<file path="config.mk">
export PLATFORM = sky130hd
export DESIGN_NAME = seq_shift_unit
export DESIGN_NICKNAME = d
export VERILOG_FILES = /design/src/rtl/seq_shift_unit_pkg.sv /design/src/rtl/seq_shift_unit_step.sv /design/src/rtl/seq_shift_unit.sv
export SDC_FILE = /design/constraint.sdc
export NUM_CORES = 1
export LEC_CHECK = 0
export ABC_AREA = 1
export BUFFER_PORTS_ARGS = -buffer_cell sky130_fd_sc_hd__buf_2
export CAP_MARGIN = 20
export CORE_MARGIN = 2
export CORE_UTILIZATION = 53
export CTS_CLUSTER_DIAMETER = 120
export DETAILED_ROUTE_END_ITERATION = 16
export PLACE_DENSITY = 0.89
export SKIP_CTS_REPAIR_TIMING = 1
export SYNTH_ARGS = -nofsm -noshare
export SYNTH_HDL_FRONTEND = slang
export SYNTH_SLANG_ARGS = --single-unit
</file>
<file path="constraint.sdc">
create_clock -name clk -period 1.8 [get_ports clk]
set_input_delay 0.27 -clock clk [delete_from_list [all_inputs] [get_ports clk]]
set_output_delay 0.27 -clock clk [all_outputs]
set_load 0.1 [all_outputs]
</file>
<file path="src/rtl/seq_shift_unit_pkg.sv">
// Shared encodings for the multi-cycle shifter: shift modes and controller states.
package seq_shift_unit_pkg;

  typedef enum logic [1:0] {
    MODE_SLL  = 2'b00,
    MODE_SRL  = 2'b01,
    MODE_SRA  = 2'b10,
    MODE_ROTL = 2'b11
  } shift_mode_e;

  typedef enum logic [1:0] {
    S_IDLE  = 2'b00,
    S_SHIFT = 2'b01,
    S_DONE  = 2'b10
  } state_e;

endpackage

</file>
<file path="src/rtl/seq_shift_unit_step.sv">
// Combinational single-step shifter: moves data by 0..STEP bit positions in the given mode.
module seq_shift_unit_step
  import seq_shift_unit_pkg::*;
#(
  parameter int WIDTH = 32,
  parameter int STEP  = 1,
  parameter int AMT_W = 1
) (
  input  logic [WIDTH-1:0] data_i,
  input  logic [AMT_W-1:0] amt_i,
  input  shift_mode_e      mode_i,
  output logic [WIDTH-1:0] data_o
);

  logic [2*WIDTH-1:0] rot_w;

  always_comb begin
    // Upper half of the doubled word shifted left is the rotate-left result.
    rot_w  = {data_i, data_i} << amt_i;
    data_o = data_i;
    case (mode_i)
      MODE_SLL:  data_o = data_i << amt_i;
      MODE_SRL:  data_o = data_i >> amt_i;
      MODE_SRA:  data_o = $signed(data_i) >>> amt_i;
      MODE_ROTL: data_o = rot_w[2*WIDTH-1:WIDTH];
      default:   data_o = data_i;
    endcase
  end

endmodule

</file>
<file path="src/rtl/seq_shift_unit.sv">
// Multi-cycle SLL/SRL/SRA/ROTL shifter, up to STEP bits per clock, with request/result handshakes.
module seq_shift_unit
  import seq_shift_unit_pkg::*;
#(
  parameter int WIDTH   = 32,
  parameter int STEP    = 1,
  parameter int SHAMT_W = 5
) (
  input  logic               clk,
  input  logic               rst_n,
  input  logic               in_valid,
  output logic               in_ready,
  input  logic [WIDTH-1:0]   in_data,
  input  logic [SHAMT_W-1:0] in_shamt,
  input  logic [1:0]         in_mode,
  output logic               out_valid,
  input  logic               out_ready,
  output logic [WIDTH-1:0]   out_data,
  output logic               busy,
  output logic [1:0]         dbg_state
);

  localparam int AMT_W = $clog2(STEP + 1);

  // Handshakes: a transfer happens on an edge where valid and ready are both high;
  // valid may not depend on ready, and the sender holds its payload until the transfer.

  state_e             state_q, state_d;
  logic [WIDTH-1:0]   acc_q, acc_d;
  logic [SHAMT_W-1:0] rem_q, rem_d;
  shift_mode_e        mode_q, mode_d;
  logic [WIDTH-1:0]   out_data_q, out_data_d;
  logic [AMT_W-1:0]   amt;
  logic [WIDTH-1:0]   step_out;

  seq_shift_unit_step #(
    .WIDTH (WIDTH),
    .STEP  (STEP),
    .AMT_W (AMT_W)
  ) u_step (
    .data_i (acc_q),
    .amt_i  (amt),
    .mode_i (mode_q),
    .data_o (step_out)
  );

  always_comb begin
    state_d    = state_q;
    acc_d      = acc_q;
    rem_d      = rem_q;
    mode_d     = mode_q;
    out_data_d = out_data_q;
    amt        = (rem_q < SHAMT_W'(STEP)) ? AMT_W'(rem_q) : AMT_W'(STEP);
    case (state_q)
      S_IDLE: begin
        if (in_valid) begin
          acc_d  = in_data;
          rem_d  = in_shamt;
          mode_d = shift_mode_e'(in_mode);
          if (in_shamt == '0) begin
            state_d    = S_DONE;
            out_data_d = in_data;
          end else begin
            state_d = S_SHIFT;
          end
        end
      end
      S_SHIFT: begin
        acc_d = step_out;
        rem_d = rem_q - SHAMT_W'(amt);
        // The result register only changes on completion so it holds through IDLE and SHIFT.
        if (rem_q == SHAMT_W'(amt)) begin
          state_d    = S_DONE;
          out_data_d = step_out;
        end
      end
      S_DONE: begin
        if (out_ready) state_d = S_IDLE;
      end
      default: state_d = S_IDLE;
    endcase
  end

  always_ff @(posedge clk) begin
    if (!rst_n) begin
      state_q    <= S_IDLE;
      acc_q      <= '0;
      rem_q      <= '0;
      mode_q     <= MODE_SLL;
      out_data_q <= '0;
    end else begin
      state_q    <= state_d;
      acc_q      <= acc_d;
      rem_q      <= rem_d;
      mode_q     <= mode_d;
      out_data_q <= out_data_d;
    end
  end

  assign in_ready  = (state_q == S_IDLE);
  assign out_valid = (state_q == S_DONE);
  assign busy      = (state_q != S_IDLE);
  assign out_data  = out_data_q;
  assign dbg_state = state_q;

endmodule
</file>
==> results of run 1 <==
## power groups by stage
stage	combinational (mW)	clock [mW]	sequential, mW
2_1_floorplan	1.52	0	2.71
4_1_cts	2.51	1.27	2.05
3_3_place_gp	2.44	0	2.06
3_5_place_dp	2.50	0	2.08
5_1_grt	2.76	1.36	2.08
6_report	2.53	1.27	2.05
## worst min-delay path, stage by stage
cell and delay (ps):
buf_2 70, inv_1 30, nand2_1 50, a21oi_1 50
## cells in the mapped netlist, drive strengths merged
library cell	n
nor2	73
xor2	2
a21oi	75
o21ai	37
nand3b	1
clkbuf	9
nand4	3
or2	28
nand2	148
dfxtp	73
clkinv	1
ha	1
buf	31
nand3	85
o211ai	1
inv	85
## layout make-up
| cell class | instances | share of cell area [%] |
|---|---|---|
| clock inverters | 3 | 0.828 |
| repair buffers | 90 | 10.4 |
| inverters | 86 | 6.94 |
| flip-flops and latches | 73 | 30.4 |
| well taps | 102 | 2.64 |
| clock buffers | 13 | 3.08 |
| multi-input cells | 454 | 45.7 |
## stage by stage
step	cell area, um2	std cells	hold slack (ps)	setup WS, ps
final	4830	821	180	177
after detailed placement	4640	805	497	179
after floorplan	4300	653	418	-179
after CTS	4830	821	180	158
after global placement	4640	805	487	240
after global routing	4830	821	190	-2.01
## kinds of logic after synthesis
group                    after synthesis  synth area share (%)
AND/OR/NAND/NOR                      338                  36.6
AO/OA/AOI/OAI                        113                  13.9
flip-flops                            73                  34.5
XOR/XNOR                               2                 0.413
adder cells (fa/ha/maj)                1                 0.295
buffers and inverters                126                  14.3
## layer usage
metal  wire [um]  GRT usage, %  part of all wire (%)
met5           0             0                     0
met4         223          10.3                   2.2
met3         563          3.71                   5.6
met2        4980          40.3                    49
met1        4340          29.1                    43
## registers in the layout, summed over array words and instances (netlist names)
register   cells
mode_q         2
out_data      32
acc_q         32
rem_q          5
dbg_state      2
## how the worst min path moves through the flow
stage	depth (start not counted)	to	from	slack (ps)
4_1_cts	4	dbg_state[1]	out_ready	180
2_1_floorplan	2	rem_q[1]	in_shamt[1]	420
3_5_place_dp	2	mode_q[1]	mode_q[1]	500
6_report	4	dbg_state[1]	out_ready	180
5_1_grt	4	dbg_state[1]	out_ready	190
3_3_place_gp	2	mode_q[1]	mode_q[1]	490
==> impl_metrics.yaml, run 1 <==
sta:
  tightestPinTransition_ps: 646
  rsz0062_at_grt: "yes"
  fin_skew_ps: 7.08
  finalHoldViolCount: 0
  max_freq_ghz: 0.616
  slew_headroom_pct: 56.9
  setup_viol: 0
  slew_viol_final: 0
  finalCriticalPeriod_ps: 1620
  tns_ps: 0
  fin_crit_sh_pct: 90.2
synth:
  syn_nets: 697
  synth.area.top_cells: "dfxtp_1 34%, nand2_1 12%, nand3_1 9.9%, a21oi_1 8.1%, inv_1 7.1%"
  netlist.area_leader.share_pct: 34.5
  yosys.area.top_type: "dfxtp_1"
  ys_ff_latch: 73
  syn_area_per_cell_um2: 6.50
  syn-cell-area_um2: 4240
  syn_inst: 653
  yosys_warnings: 0
  ys_types: 29
  synth.yosys.seq_area_share_pct: 34.5
power_and_ir_drop:
  p_clk_share_pct: 21.7
  p_total_mw: 5.85
  p_per_area_nw_per_um2: 1210
  pwr-share-seq_pct: 35.1
  power.internal_mw: 3.19
  ir_drop_mv: 0.584
  power_frac_comb_pct: 43.3
  p_leak_nw: 2.40
  sw_frac_of_total_pct: 45.5
  switchingPower_mw: 2.66
final_layout:
  areaGrowthSynthToFinish_pct: 14.0
  multi_input_area_um2: 2210
  insertedDiodeCount: 0
  final_util_pct: 62.6
  fillers: 696
  seq_area_um2: 1470
  nets: 758
  layout_commonest_cell: "nand2_1"
  layout-drive-gt1-share_pct: 23.5
  final_cell_mix: "136 x nand2_1, 81 x nand3_1, 80 x inv_1"
floorplan:
  rows: 32
  io_pins: 80
  die_y_um: 93.5
  core-area_um2: 7730
  dieArea_um2: 8730
  start_util_pct: 54.9
  die_w_um: 93.5
detailed_routing:
  drt-pass1-iter-count: 7
  drt-total-wl_um: 10100
  detail_route.wl_per_cell_um: 12.3
  routed_via_density: 5.18
  ant_nets: 0
  vias: 4249
  remaining_drc_errors: 0
  dr.first_iter.drc_count: 325
global_route:
  grt_pass1_wl_um: 16700
  grt_remaining_overflow: 0
  grt_usage_pct: 23.5
  grt_pass1_vias: 3850
  grt_max_degree: 61
  antenna_found_initial: 0
clock_network:
  root_buffer: "clkbuf_8"
  numCtsBuffers: 9
  clk_pin_slew_ps: 70
  cts.path.max_buffers: 2
  clock_latency_ps: 340
  cts_tree: "done"
  htreeDepth: 3
  cts_sinks: 73
setup_path:
  r2r-end: "out_data[31]"
  startpoint: "dbg_state[0]"
  crit_path_end: "in_ready"
  crit_family: "buffers and inverters"
  worst_path_largest_cell_delay_ps: 460
  cp.arrival_ps: 1350
  cp.depth: 2
  crit_buf_inv: 1
  reg2reg_slack_ps: 180
  path_class: "register to output port"
  cp_slowest_cell: "buf_2"
  required_ps: 1530
  worstRegToRegCells: 8
  cp_max_fo: 4
  critPathLaunchType: "register"
  endpoint_kind: "output port"
  cp_cell_sequence: "nor2_4 -> buf_2"
  worstReg2RegStart: "dbg_state[0]"
place:
  gp_congestion: 0.907
  hpwlAfterDp_um: 6910
  portBuffers: 79
outcome:
  status: "completed"
job:
  drv_cap: 0
hold_path:
  hold_class: "input pin to register"
Note: power is estimated with default switching activity, not from simulation.
==> run 2, diff against run 1 <==
--- a/config.mk
+++ b/config.mk
@@ -8,11 +8,14 @@
 export ABC_AREA = 1
 export BUFFER_PORTS_ARGS = -buffer_cell sky130_fd_sc_hd__buf_2
 export CAP_MARGIN = 20
+export CELL_PAD_IN_SITES_DETAIL_PLACEMENT = 1
+export CELL_PAD_IN_SITES_GLOBAL_PLACEMENT = 2
 export CORE_MARGIN = 2
-export CORE_UTILIZATION = 53
+export CORE_UTILIZATION = 30
 export CTS_CLUSTER_DIAMETER = 120
 export DETAILED_ROUTE_END_ITERATION = 16
-export PLACE_DENSITY = 0.89
+export GPL_ROUTABILITY_DRIVEN = 0
+export PLACE_DENSITY = 0.92
 export SKIP_CTS_REPAIR_TIMING = 1
 export SYNTH_ARGS = -nofsm -noshare
 export SYNTH_HDL_FRONTEND = slang
==> run 2 against run 1 <==
Against the previous run:
- first-iteration DRC count fell by 55%
- via count up 0.33%
- die area is 73% higher
- critical endpoint is now out_valid
- register-to-register slack gained 60 ps
- largest cell class unchanged
- routed wire length up 25%
- final area increased by 4.4%
- combinational power grew 3%
- count of clock-buffer cells in the layout did not move
- hold slack improved by 7.2 ps
- global-route usage decreased by 5.7 points
- power rose by 7.7%
- sequential power barely moved
==> impl_metrics.yaml, run 2 (synthesis gave the netlist of run 1 again) <==
final_layout:
  layout_commonest_cell: "nand2_1"
  multi_input_area_um2: 2210
  final_util_pct: 36.5
  stdcell_area_um2: 5050
  areaGrowthSynthToFinish_pct: 19.0
  seq_area_um2: 1470
  final_cell_mix: "136 x nand2_1, 81 x nand3_1, 80 x inv_1"
  insertedDiodeCount: 0
  fillers: 1823
  stdcell_count: 901
  nets: 762
  layout-drive-gt1-share_pct: 23.7
floorplan:
  die_w_um: 123
  start_util_pct: 30.7
  core-area_um2: 13800
  die_y_um: 123
  io_pins: 80
  dieArea_um2: 15100
  rows: 43
sta:
  setup_ws_ps: 167
  tightestPinTransition_ps: 667
  slew_viol_final: 0
  finalCriticalPeriod_ps: 1630
  slew_headroom_pct: 55.5
  rsz0062_at_grt: "no"
  finalHoldViolCount: 0
  tns_ps: 0
  max_freq_ghz: 0.612
  fin_crit_sh_pct: 90.7
  hold_slack_ps: 187
  setup_viol: 0
  fin_skew_ps: 6.93
outcome:
  status: "completed"
clock_network:
  clock_latency_ps: 340
  clk_pin_slew_ps: 60
  cts.path.max_buffers: 2
  numCtsBuffers: 9
  cts_sinks: 73
  htreeDepth: 3
  cts_tree: "done"
  root_buffer: "clkbuf_16"
power_and_ir_drop:
  ir_drop_mv: 0.466
  p_per_area_nw_per_um2: 1250
  p_leak_nw: 2.45
  p_total_mw: 6.29
place:
  hpwlAfterDp_um: 8930
  placed_area_um2: 4790
  dp.cells: 887
  post-place-ws_ps: 208
  portBuffers: 79
setup_path:
  cp_cell_sequence: "inv_1 -> nor2_2 -> buf_2"
  cp.arrival_ps: 1360
  cp_slowest_cell: "buf_2"
  critPathLaunchType: "register"
  cp_max_fo: 4
  path_class: "register to output port"
  required_ps: 1530
  endpoint_kind: "output port"
  worst_path_largest_cell_delay_ps: 440
  reg2reg_slack_ps: 240
detailed_routing:
  vias: 4263
  detail_route.wl_per_cell_um: 14.0
  remaining_drc_errors: 0
  drt-total-wl_um: 12600
  dr.first_iter.drc_count: 146
  ant_nets: 0
  routed_via_density: 4.73
  drt-pass1-iter-count: 4
global_route:
  antenna_found_initial: 0
  grt_remaining_overflow: 0
  grt_pass1_wl_um: 21200
  grt_usage_pct: 17.8
  grt_max_degree: 58
  grt_pass1_vias: 4437
hold_path:
  hold_class: "input pin to register"
job:
  drv_cap: 0
-- run 2: layer usage --
| layer | part of all wire [%] | up-vias | global-route usage [%] | routed length, um |
|---|---|---|---|---|
| met4 | 1.9 | 0 | 7.76 | 240 |
| met1 | 43 | 1992 | 21.2 | 5450 |
| met3 | 3.6 | 15 | 2.91 | 449 |
| li1 | - | 2189 | - | - |
| met2 | 51 | 67 | 31.4 | 6480 |
| met5 | 0 | - | 0 | 0 |
-- run 2: area by class of cell --
cell class | count | share of cell area, %
multi-input cells | 454 | 43.7
flip-flops and latches | 73 | 29.1
repair buffers | 94 | 11.1
inverters | 86 | 6.60
clock buffers | 13 | 4.96
well taps | 180 | 4.46
clock inverters | 1 | 0.0992
-- run 2: where the power goes --
part           switching, mW  internal (mW)
sequential             0.207           1.86
clock                  0.676          0.954
combinational           1.91          0.685
total                   2.80           3.50
-- run 2: path summary, 6_finish.rpt --
kind,from,to,cells past startpoint
worst max register to register,rem_q[3],out_data[28],8
worst min-delay path,out_ready,dbg_state[1],4
worst min register to register,mode_q[1],mode_q[1],2
worst max-delay path,dbg_state[1],out_valid,3
-- run 2: worst max-delay path: cells and delay by family (launching register included) --
kind | cells | cell delay [ps]
buffers and inverters | 2 | 520
AND/OR/NAND/NOR | 1 | 110
flip-flops | 1 | 380
==> run 3, diff against run 2 <==
==> constraint.sdc (replaced) <==
create_clock -name clk -period 1.8 [get_ports clk]
set_input_delay 0.27 -clock clk [delete_from_list [all_inputs] [get_ports clk]]
set_output_delay 0.27 -clock clk [all_outputs]
set_load 0.005 [all_outputs]
==> run 3 against run 2 <==
Against the previous run:
- register-to-register slack worse by 50 ps
- fmax is 1.4% higher
- count of clock-buffer cells in the layout is 1 higher
- critical path depth is 5 higher
- via count is 1.5% higher
- global-route usage hardly changed
- setup slack better by 23 ps
- sequential share of layout area is 0.50 points lower
- power is 5.4% lower
- largest cell class unchanged
- largest power group is now registers
==> impl_metrics.yaml, run 3 (synthesis gave the netlist of run 1 again) <==
global_route:
  grt_pass1_vias: 4438
  antenna_found_initial: 0
  grt_max_degree: 56
  grt_remaining_overflow: 0
  grt_usage_pct: 17.8
  grt_pass1_wl_um: 21200
floorplan:
  core-area_um2: 13800
  io_pins: 80
  start_util_pct: 30.7
  die_w_um: 123
  rows: 43
  dieArea_um2: 15100
  die_y_um: 123
detailed_routing:
  ant_nets: 0
  drt-total-wl_um: 12600
  dr.first_iter.drc_count: 164
  detail_route.wl_per_cell_um: 14.0
  vias: 4326
  remaining_drc_errors: 0
  routed_via_density: 4.78
  drt-pass1-iter-count: 4
final_layout:
  nets: 764
  areaGrowthSynthToFinish_pct: 20.4
  insertedDiodeCount: 0
  layout-drive-gt1-share_pct: 22.8
  stdcell_count: 905
  final_cell_mix: "140 x nand2_1, 84 x nand3_1, 80 x inv_1"
  layout_commonest_cell: "nand2_1"
setup_path:
  cp.arrival_ps: 1850
  endpoint_kind: "register"
  cp_max_fo: 5
  path_class: "register to register"
  critPathLaunchType: "register"
  required_ps: 2040
power_and_ir_drop:
  p_total_mw: 5.95
  p_per_area_nw_per_um2: 1170
  p_leak_nw: 2.48
  ir_drop_mv: 0.346
job:
  drv_cap: 0
clock_network:
  clk_pin_slew_ps: 60
  numCtsBuffers: 9
  clock_latency_ps: 350
  root_buffer: "clkbuf_16"
  cts_sinks: 73
  cts.path.max_buffers: 2
  cts_tree: "done"
  htreeDepth: 3
sta:
  slew_viol_final: 0
  finalCriticalPeriod_ps: 1610
  rsz0062_at_grt: "no"
  fin_skew_ps: 7.29
  fin_crit_sh_pct: 89.4
  slew_headroom_pct: 66.4
  max_freq_ghz: 0.621
  tns_ps: 0
  setup_viol: 0
  tightestPinTransition_ps: 503
  finalHoldViolCount: 0
  hold_slack_ps: 177
hold_path:
  hold_class: "input pin to register"
outcome:
  status: "completed"
place:
  dp.cells: 889
  portBuffers: 79
  hpwlAfterDp_um: 8900
[run 3: cell types whose count changed in the layout (fill, tap and decap cells not counted), moves of 2 or more]
cell / delta
nand2_2: -4
nand3_1: +3
buf_12: +2
dfxtp_4: -2
dfxtp_1: +2
nand2_1: +4
nand3_2: -3
bufinv_16: +2
[run 3: final timing paths]
kind / from / endpoint / slack [ps] / depth (start not counted)
worst max register to register: rem_q[1] / out_data[28] / 190 / 8
worst max-delay path: rem_q[1] / out_data[28] / 190 / 8
worst min-delay path: out_ready / dbg_state[1] / 180 / 4
worst min register to register: mode_q[1] / mode_q[1] / 510 / 2
[run 3: worst max-delay path, cell delays in order, from the launching register on]
cell and delay [ps]:
dfxtp_1 350, nor2_4 170, nand2_1 120, nor2_1 410, a21oi_1 130, nand2_1 120
nand2_1 60, nor2_1 80, nor2_1 50
[run 3: power by group]
group,switching [mW],internal [mW],total [mW]
logic,1.18,0.703,1.88
clock network,0.723,1.29,2.02
registers,0.200,1.86,2.06
total,2.10,3.85,5.95
[run 3: through the flow]
stage,instance area (um2),utilization [%],setup WS (ps)
after floorplan,4240,-,409
after global placement,4780,34.6,244
after detailed placement,4780,34.6,197
after CTS,5110,36.9,182
after global routing,5110,36.9,45.8
final,5110,36.9,190
[run 3: routing by layer]
metal  track usage, %  up-vias  share of wire, %  wire length, um
li1                 -     2201                 -                -
met1             21.6     2045                45             5740
met2             31.4       65                49             6240
met3             2.72       15               3.1              392
met4             7.47        0               2.1              259
met5                0        -                 0                0
[run 3: final cells by class]
type	instances	area, um2
inverters	86	325
fillers	1806	8720
clock inverters	2	60.1
flip-flops and latches	73	1460
repair buffers	96	598
well taps	180	225
clock buffers	14	264
multi-input cells	454	2170
